--- config.mk ---
export PLATFORM = sky130hd
export DESIGN_NAME = jk_cmd_sequencer
export DESIGN_NICKNAME = d
export VERILOG_FILES = /design/src/rtl/jk_cmd_sequencer_pkg.sv /design/src/rtl/jk_cmd_sequencer_fifo.sv /design/src/rtl/jk_cmd_sequencer.sv
export SDC_FILE = /design/constraint.sdc
export NUM_CORES = 1
export LEC_CHECK = 0
export ABC_AREA = 0
export CAP_MARGIN = 10
export CORE_UTILIZATION = 24
export DETAILED_ROUTE_END_ITERATION = 8
export GPL_TIMING_DRIVEN = 1
export SYNTH_ARGS = -nofsm -noshare
export SYNTH_HDL_FRONTEND = slang
export SYNTH_SLANG_ARGS = --single-unit
--- constraint.sdc ---
create_clock -name clk -period 5.8 [get_ports clk]
set_clock_uncertainty 0.2 [all_clocks]
set_input_delay 0.87 -clock clk [delete_from_list [all_inputs] [get_ports clk]]
set_output_delay 0.87 -clock clk [all_outputs]
set_load 0.005 [all_outputs]
--- src/rtl/jk_cmd_sequencer_pkg.sv ---
// Shared types and the J-K next-state rule for the command sequencer.
// The bench scoreboard uses the same next-state rule.
package jk_pkg;

   typedef enum logic [1:0] {
      JK_HOLD   = 2'b00,
      JK_RESET  = 2'b01,
      JK_SET    = 2'b10,
      JK_TOGGLE = 2'b11
   } jk_op_t;

   typedef enum logic {
      IDLE  = 1'b0,
      ISSUE = 1'b1
   } jk_state_t;

   function automatic logic jk_next(input logic q, input jk_op_t op);
      logic q_nxt;
      case (op)
         JK_RESET:  q_nxt = 1'b0;
         JK_SET:    q_nxt = 1'b1;
         JK_TOGGLE: q_nxt = ~q;
         default:   q_nxt = q;
      endcase
      return q_nxt;
   endfunction

endpackage

--- src/rtl/jk_cmd_sequencer_fifo.sv ---
// Command FIFO for the J-K sequencer. Pointers carry one extra wrap bit
// so full and empty are distinguishable; flush clears both pointers.
module jk_cmd_fifo #(
   parameter int DEPTH = 4,
   parameter int WIDTH = 6
) (
   input  logic                     clk,
   input  logic                     rst_n,
   input  logic                     flush,
   input  logic                     push,
   input  logic                     pop,
   input  logic [WIDTH-1:0]         wdata,
   output logic [WIDTH-1:0]         rdata,
   output logic                     full,
   output logic                     empty,
   output logic [$clog2(DEPTH):0]   fill
);

   localparam int AW = $clog2(DEPTH);

   logic [AW:0]      r_wr_ptr;
   logic [AW:0]      r_rd_ptr;
   logic [WIDTH-1:0] r_mem [DEPTH];
   logic             w_push;
   logic             w_pop;

   assign w_push = push && !full;
   assign w_pop  = pop && !empty;

   always_ff @(posedge clk or negedge rst_n) begin
      if (!rst_n) begin
         r_wr_ptr <= '0;
         r_rd_ptr <= '0;
      end else if (flush) begin
         r_wr_ptr <= '0;
         r_rd_ptr <= '0;
      end else begin
         if (w_push) r_wr_ptr <= r_wr_ptr + 1'b1;
         if (w_pop)  r_rd_ptr <= r_rd_ptr + 1'b1;
      end
   end

   // Storage needs no reset; it is only read when the pointers say it is valid.
   always_ff @(posedge clk) begin
      if (w_push && !flush) r_mem[r_wr_ptr[AW-1:0]] <= wdata;
   end

   assign rdata = r_mem[r_rd_ptr[AW-1:0]];
   assign empty = (r_wr_ptr == r_rd_ptr);
   assign full  = (r_wr_ptr[AW] != r_rd_ptr[AW]) &&
                  (r_wr_ptr[AW-1:0] == r_rd_ptr[AW-1:0]);
   assign fill  = r_wr_ptr - r_rd_ptr;

endmodule

--- src/rtl/jk_cmd_sequencer.sv ---
// Command-driven j/k driver for a downstream J-K flop, with a shadow of
// that flop's q so the consumer can be checked cycle for cycle.
//
//   state | meaning
//   IDLE  | no command active, j=k=0
//   ISSUE | active op driven on {j,k}; remaining counts down to 0
import jk_pkg::*;

module jk_cmd_sequencer #(
   parameter int DEPTH = 4,
   parameter int CNT_W = 4
) (
   input  logic                     clk,
   input  logic                     rst_n,
   input  logic                     cmd_valid,
   output logic                     cmd_ready,
   input  logic [1:0]               cmd_op,
   input  logic [CNT_W-1:0]         cmd_count,
   input  logic                     abort,
   output logic                     j,
   output logic                     k,
   output logic                     busy,
   output logic                     expected_q,
   output logic [$clog2(DEPTH):0]   fill
);

   localparam int EW = 2 + CNT_W;

   jk_state_t        r_state;
   jk_state_t        w_state_nxt;
   jk_op_t           r_jk;
   jk_op_t           w_jk_nxt;
   logic [CNT_W-1:0] r_remaining;
   logic [CNT_W-1:0] w_remaining_nxt;
   logic             r_exp_q;
   logic             w_pop;
   logic             w_push;
   logic             w_full;
   logic             w_empty;
   logic [EW-1:0]    w_fifo_rdata;
   jk_op_t           w_head_op;
   logic [CNT_W-1:0] w_head_count;

   // Abort discards a push on the same edge as well as the queued entries.
   assign w_push    = cmd_valid && !w_full && !abort;
   assign cmd_ready = !w_full;

   jk_cmd_fifo #(
      .DEPTH (DEPTH),
      .WIDTH (EW)
   ) u_fifo (
      .clk   (clk),
      .rst_n (rst_n),
      .flush (abort),
      .push  (w_push),
      .pop   (w_pop),
      .wdata ({cmd_op, cmd_count}),
      .rdata (w_fifo_rdata),
      .full  (w_full),
      .empty (w_empty),
      .fill  (fill)
   );

   assign w_head_op    = jk_op_t'(w_fifo_rdata[EW-1 -: 2]);
   assign w_head_count = w_fifo_rdata[CNT_W-1:0];

   always_ff @(posedge clk or negedge rst_n) begin
      if (!rst_n) begin
         r_state     <= IDLE;
         r_jk        <= JK_HOLD;
         r_remaining <= '0;
         r_exp_q     <= 1'b0;
      end else begin
         r_state     <= w_state_nxt;
         r_jk        <= w_jk_nxt;
         r_remaining <= w_remaining_nxt;
         r_exp_q     <= jk_next(r_exp_q, r_jk);
      end
   end

   always_comb begin
      w_state_nxt     = r_state;
      w_jk_nxt        = r_jk;
      w_remaining_nxt = r_remaining;
      w_pop           = 1'b0;
      if (abort) begin
         w_state_nxt     = IDLE;
         w_jk_nxt        = JK_HOLD;
         w_remaining_nxt = '0;
      end else begin
         case (r_state)
            IDLE: begin
               if (!w_empty) begin
                  w_pop           = 1'b1;
                  w_state_nxt     = ISSUE;
                  w_jk_nxt        = w_head_op;
                  w_remaining_nxt = w_head_count;
               end
            end
            ISSUE: begin
               if (r_remaining != '0) begin
                  w_remaining_nxt = r_remaining - 1'b1;
               end else if (!w_empty) begin
                  // Back-to-back load keeps the op stream contiguous.
                  w_pop           = 1'b1;
                  w_jk_nxt        = w_head_op;
                  w_remaining_nxt = w_head_count;
               end else begin
                  w_state_nxt = IDLE;
                  w_jk_nxt    = JK_HOLD;
               end
            end
            default: begin
               w_state_nxt = IDLE;
               w_jk_nxt    = JK_HOLD;
            end
         endcase
      end
   end

   always_comb begin
      busy       = (r_state == ISSUE);
      j          = r_jk[1];
      k          = r_jk[0];
      expected_q = r_exp_q;
   end

endmodule
## After elaboration in Yosys (flattened, before gate mapping)

Memories as Yosys holds them, arrays and structs flattened.
Cells that the tools add are included.

| cells by class | value |
|---|---|
| add/sub/neg operators | 4 |
| equal/unequal tests | 8 |
| multiplexer cells | 23 |
| bitwise operators | 2 |
| reduce and logical (&&, ||, !) cells | 14 |

Operators with widths:

| cell | count |
|---|---|
| 3-bit two-way mux | 4 |
| 4-bit two-way mux | 3 |
| 2-bit two-way mux | 4 |
| 4-bit one-hot mux with 2 select lines | 1 |
| 1-bit two-way mux | 7 |
| 3-bit by 1-bit adder with 3-bit output, second input constant | 2 |
| 1-bit logical AND | 6 |
| 3-bit != test, second input constant | 2 |
| 2-bit == test, second input constant | 2 |
| 1-bit one-hot mux with 2 select lines | 2 |
| 2-bit one-hot mux with 2 select lines | 1 |
| 2-bit nonzero test | 2 |
| 4-bit nonzero test | 1 |
| 4-bit by 1-bit subtractor with 4-bit output, second input constant | 1 |
| 3-bit == test | 1 |
| 1-bit logical NOT | 3 |
| 1-bit one-hot mux with 3 select lines | 1 |
| 3-bit nonzero test | 1 |
| 3-bit subtractor | 1 |
| 2-bit by 1-bit == test with 1-bit output, second input constant | 1 |
| 2-bit == test | 1 |
| 1-bit inverter | 2 |
| 2-bit AND reduction | 1 |
| 1-bit != test | 1 |

| word-level totals | value |
|---|---|
| register bits | 14 |
| RAM bits | 24 |
| bits of input ports | 10 |
| memories kept | 1 |

Memories:

| name | words | width | rd ports | clocked after Yosys merged registers in | wr ports | line | RTL |
|---|---|---|---|---|---|---|---|
| u_fifo.r_mem | 4 | 6 | 1 | 0 | 1 | jk_cmd_sequencer_fifo.sv:23 | `logic [WIDTH-1:0] r_mem [DEPTH];` |

## Depth between registers and ports, before layout

| depth | value |
|---|---|
| depth in word-level cells | 9 |
| gate-level depth with buffers | 7 |

## By module

From an unflattened synthesis, not the netlist that was laid out.

| unflattened totals | value |
|---|---|
| cells, all modules | 145 |
| area total of the unflattened synthesis | 1908.1 µm² |

Modules (own cells, without submodules):

| module | times used | cells an instance | area an instance (µm²) | sequential area each (µm²) |
|---|---|---|---|---|
| jk_cmd_fifo | 1 | 95 | 1433.9 | 870.8 |
| jk_cmd_sequencer | 1 | 50 | 474.2 | 200.2 |

## Worst setup path after synthesis

Ideal clock, no wire load.

| timing | value |
|---|---|
| path kind | register to output |
| start | reg u_fifo.r_wr_ptr[0] |
| end | out fill[2] |
| data arrival time | 1.179 ns |
| data required time | 4.730 ns |
| slack | 3.551 ns |
| cell stages (with the launch flop) | 5 |
| path buffers | 0 |
| cell sequence | dfrtp_1 inv_1 ha_1 fa_1 xnor2_1 |

| between the ends | value |
|---|---|
| longest elaborated chain between the ends | 1 |

Ends and longest elaborated chain:

| item | line | RTL |
|---|---|---|
| from (decl) | jk_cmd_sequencer_fifo.sv:21 | `logic [AW:0] r_wr_ptr;` |
| from (signal assigned) | jk_cmd_sequencer_fifo.sv:38 | `if (w_push) r_wr_ptr <= r_wr_ptr + 1'b1;` |
| 3-bit subtractor | jk_cmd_sequencer_fifo.sv:52 | `assign fill = r_wr_ptr - r_rd_ptr;` |
| to (decl) | jk_cmd_sequencer.sv:24 | `output logic [$clog2(DEPTH):0] fill` |

No other way between the ends.

## Worst setup path after layout

| timing | value |
|---|---|
| start | reg u_fifo.r_rd_ptr[0] |
| end | out fill[2] |

| between the ends | value |
|---|---|
| longest elaborated chain between the ends | 1 |

Ends and longest elaborated chain:

| item | line | RTL |
|---|---|---|
| from (decl) | jk_cmd_sequencer_fifo.sv:22 | `logic [AW:0] r_rd_ptr;` |
| from (signal assigned) | jk_cmd_sequencer_fifo.sv:39 | `if (w_pop) r_rd_ptr <= r_rd_ptr + 1'b1;` |
| 3-bit subtractor | jk_cmd_sequencer_fifo.sv:52 |  |

No other way between the ends.

==> run metrics <==
status finished, final reports clean; WS Path Type reg2out; Area Growth Syn to Fin 21.69%; Combinational Power Share 0.339; Max Slew Vio Count 0; Worst-Margin Slew 659.0 ps; setup bufs post-CTS 0; r2r endpoint u_fifo.r_mem[3][1]; largest net degree at the start of global routing 16; gpl congestion 0.7137; Initial DRC Count 50; root buffer cell clkbuf_8; Sink Count 38; CTS max path bufs 2; count of endpoints failing setup in the final report 0; Max Freq roughly 0.31 GHz; vias post-DR 1,009; first-pass GRT wire length 5188 microns; FF+latch count, synth 38; XOR/XNOR share of the synthesized area 0.04227; main flop type after synthesis edfxtp_1; power consumption 992.0 uW; crit-path max FO 9; Compound-Gate Fraction of Synth Area 0.09702; Post-DP Area 2054 sq um; Clock power frac 0.277; Max-Cap Viols 0; relative slew slack 0.5593; worst hold path class reg2reg; r2r startpoint u_fifo.r_rd_ptr[1]; ANT cells 0; WL per Instance about 13 microns; I/O pin count 18; top cell type's share of synthesized area 0.3992; kind of start point of the critical path flip-flop; Synth Warn # 0; hpwl dp 2270 microns; synthesized net count 140; combinational family with the most area after synthesis compound AO/OA/AOI/OAI gates; sequential area share after synthesis 0.5932; mux cell area share after synthesis 0.09148; nets@finish about 160; Tcrit/Tclk final 0.5633; num rows 31; Cell Int Power a little under 700 uW; share of cells above drive strength 1 0.1489; crit end category output pin; R2R setup slack 3340 ps; maximum VDD drop 144.9 uV; Die W 88.74 microns; area of the die roughly 8000 sq um; final setup TNS 0 ps; worst path required time roughly 4700 ps; Post-synth EDFFs 24; vias in the first global route 1,050; fin area 2197 sq um; Tot GR Track Use 0.09234; Mapped Area 1805 sq um; Yosys cell types 36; total gr overflow 0; top cells by area, synth edfxtp_1, dfrtp_1, mux4_2; Starting Density 0.2489; R2R cell count 6; CP arrival 2200 ps; initial antenna violation count 0; Synth Area in Adders 0.06653; WHS Endpoint expected_q; TritonCTS buffer count 5; hold_buf cts 0; Post-Syn Instances approximately 120; clock transition at the registers of the reported paths 80 ps; post-route ant nets 0; core area 7253 sq um; Synth Area in Simple Gates 0.06999; switching pwr 299.5 uW; switching share of total power 0.3019; min Tclk post-route 3267 ps; Final Hold Vio Count 0; mean post-synth cell area 14.92 sq um; H-tree Lvls 2; P_leak 0.0008224 uW; Vias/cell about 4.2; Die Ht approximately 89 microns; CTS tree yes; cell taking the most area after synthesis edfxtp_1; sequential group share of total power 0.385; pwr dens 451.5 nW/um^2; port bufs 17; cts repair resizes 0; RSZ-0062 raised after global routing no; FFs w/ async S/R, synth 0.3684; DRT Pass-1 Iters 4; DRC violations left 0; Hold Path Stages 1; HP Start expected_q; DRT Wirelength 3076 microns; insertion delay to the later sink of the worst-skew pair between 200 and 300 ps
==> cell usage in the layout (no fill, tap or decap) <==
cell / synthesis / routed
edfxtp_1: 24 / 24
clkdlybuf4s50_1: 0 / 17
dfrtp_1: 14 / 14
nor2_1: 12 / 12
ha_1: 8 / 8
inv_1: 7 / 7
mux4_2: 6 / 6
a21oi_1: 6 / 6
clkbuf_8: 0 / 6
and2_1: 5 / 5
xnor2_1: 4 / 4
nand2_1: 3 / 3
mux2i_1: 3 / 3
a22oi_1: 3 / 3
a221oi_1: 2 / 2
bufinv_16: 0 / 2
xor2_2: 1 / 1
or3b_1: 1 / 1
and2_4: 1 / 1
o31a_1: 1 / 1
o21ai_0: 1 / 1
a211oi_4: 1 / 1
xnor2_2: 1 / 1
a22oi_4: 1 / 1
o21ai_2: 1 / 1
nor4_1: 1 / 1
o311a_2: 1 / 1
o21ai_1: 1 / 1
nand3b_1: 1 / 1
o2bb2ai_1: 1 / 1
or2b_1: 1 / 1
a31o_1: 1 / 1
o211ai_1: 1 / 1
xor2_1: 1 / 1
fa_1: 1 / 1
==> routing by layer <==
| metal | wire (microns) | GRT usage |
|---|---|---|
| met1 | 1305 | 0.1078 |
| met2 | 1597 | 0.1552 |
| met3 | 95 | 0.01959 |
| met4 | 78 | 0.05718 |
| met5 | 0 | 0 |
==> worst max-delay path by stage <==
stage,startpoint,end,slack [ps],cells past startpoint
6_report,u_fifo.r_rd_ptr[0],fill[2],2530,4
3_5_place_dp,u_fifo.r_rd_ptr[0],fill[2],2830,4
2_1_floorplan,u_fifo.r_wr_ptr[0],fill[2],3550,4
4_1_cts,u_fifo.r_rd_ptr[0],fill[2],2490,4
3_3_place_gp,u_fifo.r_rd_ptr[0],fill[2],2820,4
5_1_grt,u_fifo.r_rd_ptr[0],fill[2],2410,4
==> cell families after synthesis <==
| logic type | count (synthesis) |
|---|---|
| flip-flops | 38 |
| adder cells (fa/ha/maj) | 9 |
| XOR/XNOR | 7 |
| buffers and inverters | 12 |
| AND/OR/NAND/NOR | 25 |
| multiplexers | 9 |
| AO/OA/AOI/OAI | 21 |
==> layout make-up <==
cell class / instances / area, sq um
fill: 733 / 5056
sequential: 38 / 1071
multi-input combinational: 71 / 663.1
timing repair buffer: 17 / 170.2
tap: 99 / 123.9
clock buffer: 6 / 82.58
clock inverter: 2 / 60.06
inverter: 7 / 26.28
==> critical path, cell delays in order, from the launching register on <==
cell and delay, ps:
dfrtp_1 550, ha_1 300, fa_1 370, xnor2_1 160
clkdlybuf4s50_1 520
==> state kept, by name (all words and copies together) (netlist names) <==
name	cells
busy	1
expected_q	1
r_jk	2
r_remaining	4
u_fifo.r_mem	24
u_fifo.r_rd_ptr	3
u_fifo.r_wr_ptr	3
==> cells in the mapped netlist, types with 2 or more instances <==
library cell	instances
buf_2	2
nor2_1	12
mux2i_1	3
and2_1	5
inv_1	7
a21oi_1	6
xnor2_1	4
mux4_2	6
a22oi_1	3
nand2_1	3
ha_1	8
dfrtp_1	14
a221oi_1	2
edfxtp_1	24
==> power groups by stage <==
stage               registers [uW]  clock network, uW  logic, uW
floorplan                      359                  0        283
global placement               389                  0        338
CTS                            384                282        341
detailed placement             390                  0        340
global route                   392                291        374
finish                         382                275        336
==> metrics by stage <==
| step | hold WS (ps) | util | setup slack, ps | std cells |
|---|---|---|---|---|
| floorplan | 263.2 | - | 3551 | 121 |
| global placement | 256.8 | 0.2833 | 2824 | 232 |
| detailed placement | 272.8 | 0.2833 | 2826 | 232 |
| CTS | 283.1 | 0.3029 | 2494 | 240 |
| global route | 309.0 | 0.3029 | 2413 | 240 |
| finish | 273.5 | 0.3029 | 2533 | 240 |
(Power assumes the default switching activity.)
